### src/rtl/pcie_datalink_pkg.sv
// Shared data-link-layer types: link status, DLLP arbiter state and source indices.
package pcie_datalink_pkg;

  typedef enum logic [1:0] {
    DL_INACTIVE = 2'd0,
    DL_INIT     = 2'd1,
    DL_ACTIVE   = 2'd2
  } pcie_dl_status_e;

  typedef enum logic [1:0] {
    ST_IDLE  = 2'd0,
    ST_BUSY  = 2'd1,
    ST_FLUSH = 2'd2
  } dllp_arb_state_e;

  localparam int DllpSrcAckNak = 0;
  localparam int DllpSrcFc     = 1;
  localparam int DllpSrcPm     = 2;

  // A DLLP is always a 4-byte body beat followed by a CRC beat carrying tlast.
  localparam int DllpBeats = 2;

endpackage

### src/rtl/dllp_prio_picker.sv
// Combinational fixed-priority picker: one-hot grant of the lowest-index request.
module dllp_prio_picker
  import pcie_datalink_pkg::*;
#(
  parameter int NUM_SRC = 3
) (
  input  logic [NUM_SRC-1:0] req_i,
  output logic [NUM_SRC-1:0] gnt_o,
  output logic               any_o
);

  logic found;

  always_comb begin
    gnt_o = '0;
    found = 1'b0;
    for (int i = 0; i < NUM_SRC; i++) begin
      if (req_i[i] && !found) begin
        gnt_o[i] = 1'b1;
        found    = 1'b1;
      end
    end
  end

  assign any_o = |req_i;

endmodule

### src/rtl/dllp_tx_arbiter.sv
// Packet-atomic DLLP transmit arbiter: fixed priority with starvation promotion,
// plus a flush mode that drains a half-sent DLLP when the link drops.
module dllp_tx_arbiter
  import pcie_datalink_pkg::*;
#(
  parameter int DATA_WIDTH   = 32,
  parameter int KEEP_WIDTH   = DATA_WIDTH / 8,
  parameter int USER_WIDTH   = 3,
  parameter int NUM_SRC      = 3,
  parameter int STARVE_LIMIT = 16
) (
  input  logic                                clk_i,
  input  logic                                rst_i,
  input  pcie_dl_status_e                     link_status_i,
  input  logic [NUM_SRC-1:0][DATA_WIDTH-1:0]  s_axis_tdata,
  input  logic [NUM_SRC-1:0][KEEP_WIDTH-1:0]  s_axis_tkeep,
  input  logic [NUM_SRC-1:0]                  s_axis_tvalid,
  input  logic [NUM_SRC-1:0]                  s_axis_tlast,
  input  logic [NUM_SRC-1:0][USER_WIDTH-1:0]  s_axis_tuser,
  output logic [NUM_SRC-1:0]                  s_axis_tready,
  output logic [DATA_WIDTH-1:0]               m_axis_tdata,
  output logic [KEEP_WIDTH-1:0]               m_axis_tkeep,
  output logic                                m_axis_tvalid,
  output logic                                m_axis_tlast,
  output logic [USER_WIDTH-1:0]               m_axis_tuser,
  input  logic                                m_axis_tready,
  output logic [NUM_SRC-1:0]                  grant_o,
  output logic [NUM_SRC-1:0]                  starve_o
);

  localparam int CntW = $clog2(STARVE_LIMIT + 1);
  localparam logic [CntW-1:0] CntMax = CntW'(STARVE_LIMIT);
  localparam logic [CntW-1:0] CntOne = CntW'(1);

  dllp_arb_state_e                  state_q;
  logic [NUM_SRC-1:0]               grant_q;
  logic [NUM_SRC-1:0][CntW-1:0]     cnt_q;

  logic [NUM_SRC-1:0] starve_vec;
  logic [NUM_SRC-1:0] valid_starved;
  logic [NUM_SRC-1:0] win_starved;
  logic [NUM_SRC-1:0] win_plain;
  logic [NUM_SRC-1:0] winner_d;
  logic               any_starved;
  logic               any_plain;
  logic               link_up;

  logic [DATA_WIDTH-1:0] sel_data;
  logic [KEEP_WIDTH-1:0] sel_keep;
  logic [USER_WIDTH-1:0] sel_user;
  logic                  sel_valid;
  logic                  sel_last;
  logic                  m_fire;

  assign link_up = (link_status_i != DL_INACTIVE);

  always_comb begin
    for (int i = 0; i < NUM_SRC; i++) begin
      starve_vec[i] = (cnt_q[i] == CntMax);
    end
  end

  assign valid_starved = s_axis_tvalid & starve_vec;
  assign starve_o      = starve_vec;

  dllp_prio_picker #(.NUM_SRC(NUM_SRC)) u_pick_starved (
    .req_i (valid_starved),
    .gnt_o (win_starved),
    .any_o (any_starved)
  );

  dllp_prio_picker #(.NUM_SRC(NUM_SRC)) u_pick_plain (
    .req_i (s_axis_tvalid),
    .gnt_o (win_plain),
    .any_o (any_plain)
  );

  // A promoted source outranks every non-promoted one, whatever its index.
  assign winner_d = any_starved ? win_starved : win_plain;

  // grant_q is one-hot or zero, so an OR of masked lanes is the mux.
  always_comb begin
    sel_data  = '0;
    sel_keep  = '0;
    sel_user  = '0;
    sel_valid = 1'b0;
    sel_last  = 1'b0;
    for (int i = 0; i < NUM_SRC; i++) begin
      if (grant_q[i]) begin
        sel_data  = sel_data | s_axis_tdata[i];
        sel_keep  = sel_keep | s_axis_tkeep[i];
        sel_user  = sel_user | s_axis_tuser[i];
        sel_valid = sel_valid | s_axis_tvalid[i];
        sel_last  = sel_last | s_axis_tlast[i];
      end
    end
  end

  assign m_axis_tdata  = sel_data;
  assign m_axis_tkeep  = sel_keep;
  assign m_axis_tuser  = sel_user;
  assign m_axis_tlast  = sel_last;
  assign m_axis_tvalid = (state_q == ST_BUSY) && sel_valid;
  assign m_fire        = m_axis_tvalid && m_axis_tready;
  assign grant_o       = grant_q;

  always_comb begin
    s_axis_tready = '0;
    case (state_q)
      ST_BUSY:  s_axis_tready = grant_q & {NUM_SRC{m_axis_tready}};
      ST_FLUSH: s_axis_tready = grant_q;
      default:  s_axis_tready = '0;
    endcase
  end

  always_ff @(posedge clk_i or posedge rst_i) begin
    if (rst_i) begin
      state_q <= ST_IDLE;
      grant_q <= '0;
      cnt_q   <= '0;
    end else begin
      case (state_q)
        ST_IDLE: begin
          if (link_up && any_plain) begin
            grant_q <= winner_d;
            state_q <= ST_BUSY;
            for (int i = 0; i < NUM_SRC; i++) begin
              if (winner_d[i]) begin
                cnt_q[i] <= '0;
              end else if (s_axis_tvalid[i] && (cnt_q[i] != CntMax)) begin
                cnt_q[i] <= cnt_q[i] + CntOne;
              end
            end
          end
        end
        ST_BUSY: begin
          if (m_fire && sel_last) begin
            grant_q <= '0;
            state_q <= ST_IDLE;
          end else if (!link_up && !m_fire) begin
            state_q <= ST_FLUSH;
          end
        end
        ST_FLUSH: begin
          // Owner's remaining beats are swallowed until its tlast goes by.
          if (sel_valid && sel_last) begin
            grant_q <= '0;
            state_q <= ST_IDLE;
          end
        end
        default: begin
          grant_q <= '0;
          state_q <= ST_IDLE;
        end
      endcase
    end
  end

  a_grant_onehot: assert property (@(posedge clk_i) disable iff (rst_i)
    $onehot0(grant_q));

  a_owner_when_active: assert property (@(posedge clk_i) disable iff (rst_i)
    (state_q != ST_IDLE) |-> (grant_q != '0));

endmodule

### config.mk
export PLATFORM = sky130hd
export DESIGN_NAME = dllp_tx_arbiter
export DESIGN_NICKNAME = d
export VERILOG_FILES = /design/src/rtl/pcie_datalink_pkg.sv /design/src/rtl/dllp_prio_picker.sv /design/src/rtl/dllp_tx_arbiter.sv
export SDC_FILE = /design/constraint.sdc
export NUM_CORES = 1
export LEC_CHECK = 0
export ABC_AREA = 1
export CORE_UTILIZATION = 35
export CTS_BUF_LIST = sky130_fd_sc_hd__clkbuf_16
export DETAILED_ROUTE_END_ITERATION = 10
export PLACE_DENSITY = 0.9
export SETUP_SLACK_MARGIN = 0.1
export SLEW_MARGIN = 20
export SYNTH_ARGS = -nofsm -noshare
export SYNTH_HDL_FRONTEND = slang
export SYNTH_SLANG_ARGS = --single-unit
### constraint.sdc
create_clock -name clk_i -period 3.78 [get_ports clk_i]
set_input_delay 1.134 -clock clk_i [delete_from_list [all_inputs] [get_ports clk_i]]
set_output_delay 1.134 -clock clk_i [all_outputs]
set_load 0.02 [all_outputs]
== Word-level counts from Yosys, hierarchy flattened ==
Cells that the tools add are included.

* Register bits after elaboration: 20
* Latch bits: 0
* Memory bits (writable): 0
* ROM bits: 0
* Input port bits: 128
* Word-level logic and storage cells: 103
* Memories kept: 0

* Add/subtract/negate cells: 3
* Multipliers: 0
* Div/mod/pow operators: 0
* Order comparisons: 0
* Equality and inequality tests: 12
* Shifts and indexed selects: 0
* Mux-type cells: 40
* Bitwise logic cells: 12
* Reductions and logical operators: 31

{| class="wikitable"
|+ Operators by type and width
! kind !! number
|-
| two-way mux 32 bit || 3
|-
| bitwise OR 32 bit || 2
|-
| two-way mux 5 bit || 6
|-
| two-way mux 3 bit || 7
|-
| adder 5 x 1 -> 5 bit (second input constant) || 3
|-
| == test 5 bit (second input constant) || 3
|-
| inequality test 5 bit (second input constant) || 3
|-
| AND reduction 3 bit || 5
|-
| two-way mux 1 bit || 14
|-
| logical AND 1 bit || 13
|-
| two-way mux 4 bit || 3
|-
| case mux 3 bit (3 select lines) || 1
|-
| two-way mux 2 bit || 4
|-
| bitwise OR 4 bit || 2
|-
| nonzero test 2 bit || 4
|-
| AND 3 bit || 2
|-
| zero test 1 bit || 6
|-
| bitwise OR 3 bit || 2
|-
| case mux 2 bit (3 select lines) || 1
|-
| case mux 3 bit (2 select lines) || 1
|-
| OR reduction 3 bit || 2
|-
| inequality test 2 bit (second input constant) || 2
|-
| bitwise OR 1 bit || 4
|-
| inequality test 3 x 1 -> 1 bit (second input constant) || 1
|-
| 4 further kinds || 4
|}

== Longest topological paths before layout ==
* Depth in word-level cells: 12
* Gate-level depth with buffers: 9

== Hierarchy ==
A second synthesis with hierarchy kept.

* Cell total of the unflattened synthesis: 371
* Area total of the unflattened synthesis: 2183.3 um^2

{| class="wikitable"
|+ By module, submodules not included
! module !! instances !! cells an instance !! area each (um^2) !! seq. area each (um^2)
|-
| dllp_tx_arbiter || 1 || 355 || 2103.3 || 500.5
|-
| dllp_prio_picker || 2 || 8 || 40.0 || 0.0
|}

== Worst setup path before layout ==
OpenSTA, ideal clock, no wires.

* Path kind: input -> output
* Start: input port m_axis_tready
* End: output port s_axis_tready[0]
* Data arrival time: 1656 ps
* Data required time: 2646 ps
* Slack: 990 ps
* Cell stages on the path: 4
* Path buffers: 0
* Cell sequence: nand2_1 > inv_1 > o21ai_0 > nor2_1

* Word-level cells in the longest chain between the ends: 2

{| class="wikitable"
|+ RTL lines
! what !! line !! source
|-
| from (decl) || dllp_tx_arbiter.sv:26 || <nowiki>input logic m_axis_tready,</nowiki>
|-
| AND 3 bit || dllp_tx_arbiter.sv:110 || <nowiki>ST_BUSY: s_axis_tready = grant_q & {NUM_SRC{m_axis_tready}};</nowiki>
|-
| case mux 3 bit (2 select lines) || dllp_tx_arbiter.sv:109 || <nowiki>case (state_q)</nowiki>
|-
| to (decl) || dllp_tx_arbiter.sv:20 || <nowiki>output logic [NUM_SRC-1:0] s_axis_tready,</nowiki>
|}

No other way between the ends.

== Worst setup path after layout ==
* Start: input port s_axis_tlast[2]
* End: output port m_axis_tlast

* Word-level cells in the longest chain between the ends: 2

{| class="wikitable"
|+ RTL lines
! what !! line !! source
|-
| from (decl) || dllp_tx_arbiter.sv:18 || <nowiki>input logic [NUM_SRC-1:0] s_axis_tlast,</nowiki>
|-
| bitwise OR 1 bit || dllp_tx_arbiter.sv:94 || <nowiki>sel_last = sel_last | s_axis_tlast[i];</nowiki>
|-
| two-way mux 1 bit || dllp_tx_arbiter.sv:89 || <nowiki>if (grant_q[i]) begin</nowiki>
|-
| to (decl) || dllp_tx_arbiter.sv:24 || <nowiki>output logic m_axis_tlast,</nowiki>
|}

No other way between the ends.

==> metrics.txt <==
Hold Path Class reg -> reg; Synth Instances 359; DR WL met3 between 600 and 700 um; Antenna Nets Post-Route 0; CTS Sinks 20; synth cell count leaders nand2_1, nand3_1, inv_1; Reg clk slew, reported paths 0.05 ns; sequential power share roughly 16%; # DRC 0; synth top area cells nand2_1, dfrtp_1, nand3_1; largest net degree at the start of global routing 41; CTS tree done; Comb pwr share 74.6%; met2 WL 4.40 mm; DR WL/cell 13.9 um; LEAKAGE 1.87 nW; switching power 0.00106 W; period utilization 95.9%; Diodes inserted 0; worst reg2reg path depth 8; most frequent cell after synthesis nand2_1; area of the die 6330 um2; peak supply drop 0.000327 V; Post-synth EDFFs 0; number of fill cells 457; max cap viols 0; Worst Path Max Fanout 3; Power, Total 0.00223 W; max layer used met4; dpl hpwl 6.97 mm; GPL Wtd Cong 0.871; Final Skew 0.00229 ns; final setup fails 0; Worst-Skew Late Latency between 0.2 and 0.3 ns; Core Area 5640 um2; CTS Buf Count 3; RSZ-0062 raised after global routing false; #FFs+latches synth 20; Post-Syn Nets slightly below 500; Die X-Extent 79.6 um; port buffer count 177; Yosys Warn Count 0; power per cell area 551 nW/um2; Pre-antenna DRT Iters 4; outcome complete, no violations; die height 79.6 um; area delta synth->final 91.8%; Starting Density 37.3%; Reg2Reg Setup Slack ~2.1 ns; root buffer cell clkbuf_16; Avg Cell Area, Syn 5.87 um2; Post-CTS Setup Bufs 0; Final Hold Viols 0; first-iteration detailed-routing DRC count 105; CP Capture Type primary output; first-pass GRT wire length 12.7 mm; switching share of power 47.7%; slew at the pin with the worst max-slew slack 0.739 ns; post-layout min period 3.62 ns; Int Pwr 0.00116 W; share of cells above drive strength 1 4.32%; GRT Resource Usage Total approximately a quarter; cell taking the most area after synthesis nand2_1; ys flop type dfrtp_1; Max Transition Viols Final 0; clock power share roughly a tenth; Setup Crit Path Kind in -> out; Rel. slew slack 50.7%; depth of the CTS H-tree 1; max frequency between 200 and 300 MHz; met1 WL 3.02 mm; clk buf depth 2; total grt overflow 0; # IOs 178; Synth Cell Area around 2100 um2; pre-CTS WS -0.0600 ns; placed inst area 3970 um2; sequential cell area fraction in the yosys report 23.8%; Final WS setup roughly 0.16 ns; final wirelength about 8.4 mm; Layout Nets 671; CP required 2.65 ns; RR Endpoint grant_o[1]; CP Launch Type primary input; number of library cell types mapped by synthesis 23; Worst Setup EP m_axis_tlast; num rows 27; vias in the first global route 2,797; vias per cell roughly 5; Setup crit start s_axis_tlast[2]; Vias 2,945; CTS Hold Buffers Added 0; initial antenna violation count 0; CP arrival 2.49 ns; reg2reg start grant_o[2]; Synth top area share a little under a third; Post-synth ARST share between 90% and 100%; Finished Cell Area 4040 um2
[critical path: stages]
cell,delay [ns]
clkdlybuf4s50_1,0.45
nand2_1,0.05
nand3_1,0.20
clkdlybuf4s50_1,0.66
[power groups by stage]
stage	Sequential [W]	Clock, W	Combinational (W)
after CTS	0.000347	0.000222	0.00167
after detailed placement	0.000351	0	0.00167
after global routing	0.000359	0.000230	0.00180
final	0.000348	0.000217	0.00166
after global placement	0.000347	0	0.00163
after floorplan	0.000329	0	0.000909
[state kept, by name, indices dropped and copies added, names as in the netlist]
name	cells
grant_o	3
state_q	2
cnt_q	15
[per-layer routing]
| metal | global-route usage (%) | vias to the layer above |
|---|---|---|
| li1 | - | 1490 |
| met1 | 26.4 | 1323 |
| met2 | 48.2 | 103 |
| met3 | 5.26 | 29 |
| met4 | 12.4 | 0 |
| met5 | 0 | - |
[repair_timing]
| item | in CTS | in global routing |
|---|---|---|
| gates cloned | 0 | 0 |
| resized for setup | 4 | 1 |
| pin swaps | 0 | 0 |
| endpoints found under the setup margin | 4 | 1 |
[metrics by stage]
| stage | util, % | instances | hold slack [ns] | TNS [ns] |
|---|---|---|---|---|
| floorplan | - | 359 | 0.502 | 0 |
| global placement | 70.3 | 601 | 0.528 | -0.0680 |
| detailed placement | 70.3 | 601 | 0.538 | -0.106 |
| CTS | 71.6 | 604 | 0.552 | 0 |
| global route | 71.6 | 604 | 0.574 | 0 |
| finish | 71.6 | 604 | 0.547 | 0 |
[cell type report]
cell class                      instances  area [um2]  area share, %
Timing Repair Buffer                  185        1830           45.3
Multi-Input combinational cell        295        1440           35.6
Sequential cell                        20         500           12.4
Inverter                               29         109           2.70
Tap cell                               72        90.1           2.23
Clock buffer                            3        75.1           1.86
[cell usage in the layout (no fill, tap or decap), drive strengths merged]
cell	Yosys	routed
nand2	171	171
clkdlybuf4s15	0	1
and3	1	1
nor2	18	18
nand4	11	11
inv	28	28
a21oi	2	2
xnor2	1	1
nand3b	1	1
dlygate4sd2	0	3
ha	9	9
xor2	7	7
dfrtp	20	20
clkbuf	12	3
buf	3	8
clkinv	1	1
o21ai	10	10
nand3	64	64
clkdlybuf4s50	0	173
[how the worst min path moves through the flow]
stage	start	end	cells past startpoint
after floorplan	cnt_q[6]	cnt_q[6]	2
after global placement	state_q[0]	state_q[0]	2
after detailed placement	state_q[0]	state_q[0]	2
after CTS	state_q[0]	state_q[0]	2
after global routing	cnt_q[11]	cnt_q[11]	2
final	state_q[0]	state_q[0]	2
[cell families (layout without fill, tap and decap cells)]
family / Yosys count / after routing / synth area share (%)
buffers and inverters: 44 / 217 / 8.02
AO/OA/AOI/OAI: 12 / 12 / 2.85
XOR/XNOR: 8 / 8 / 3.33
flip-flops: 20 / 20 / 23.8
AND/OR/NAND/NOR: 266 / 266 / 56.7
adder cells (fa/ha/maj): 9 / 9 / 5.35
No activity file was read; power rests on OpenSTA's default activity.
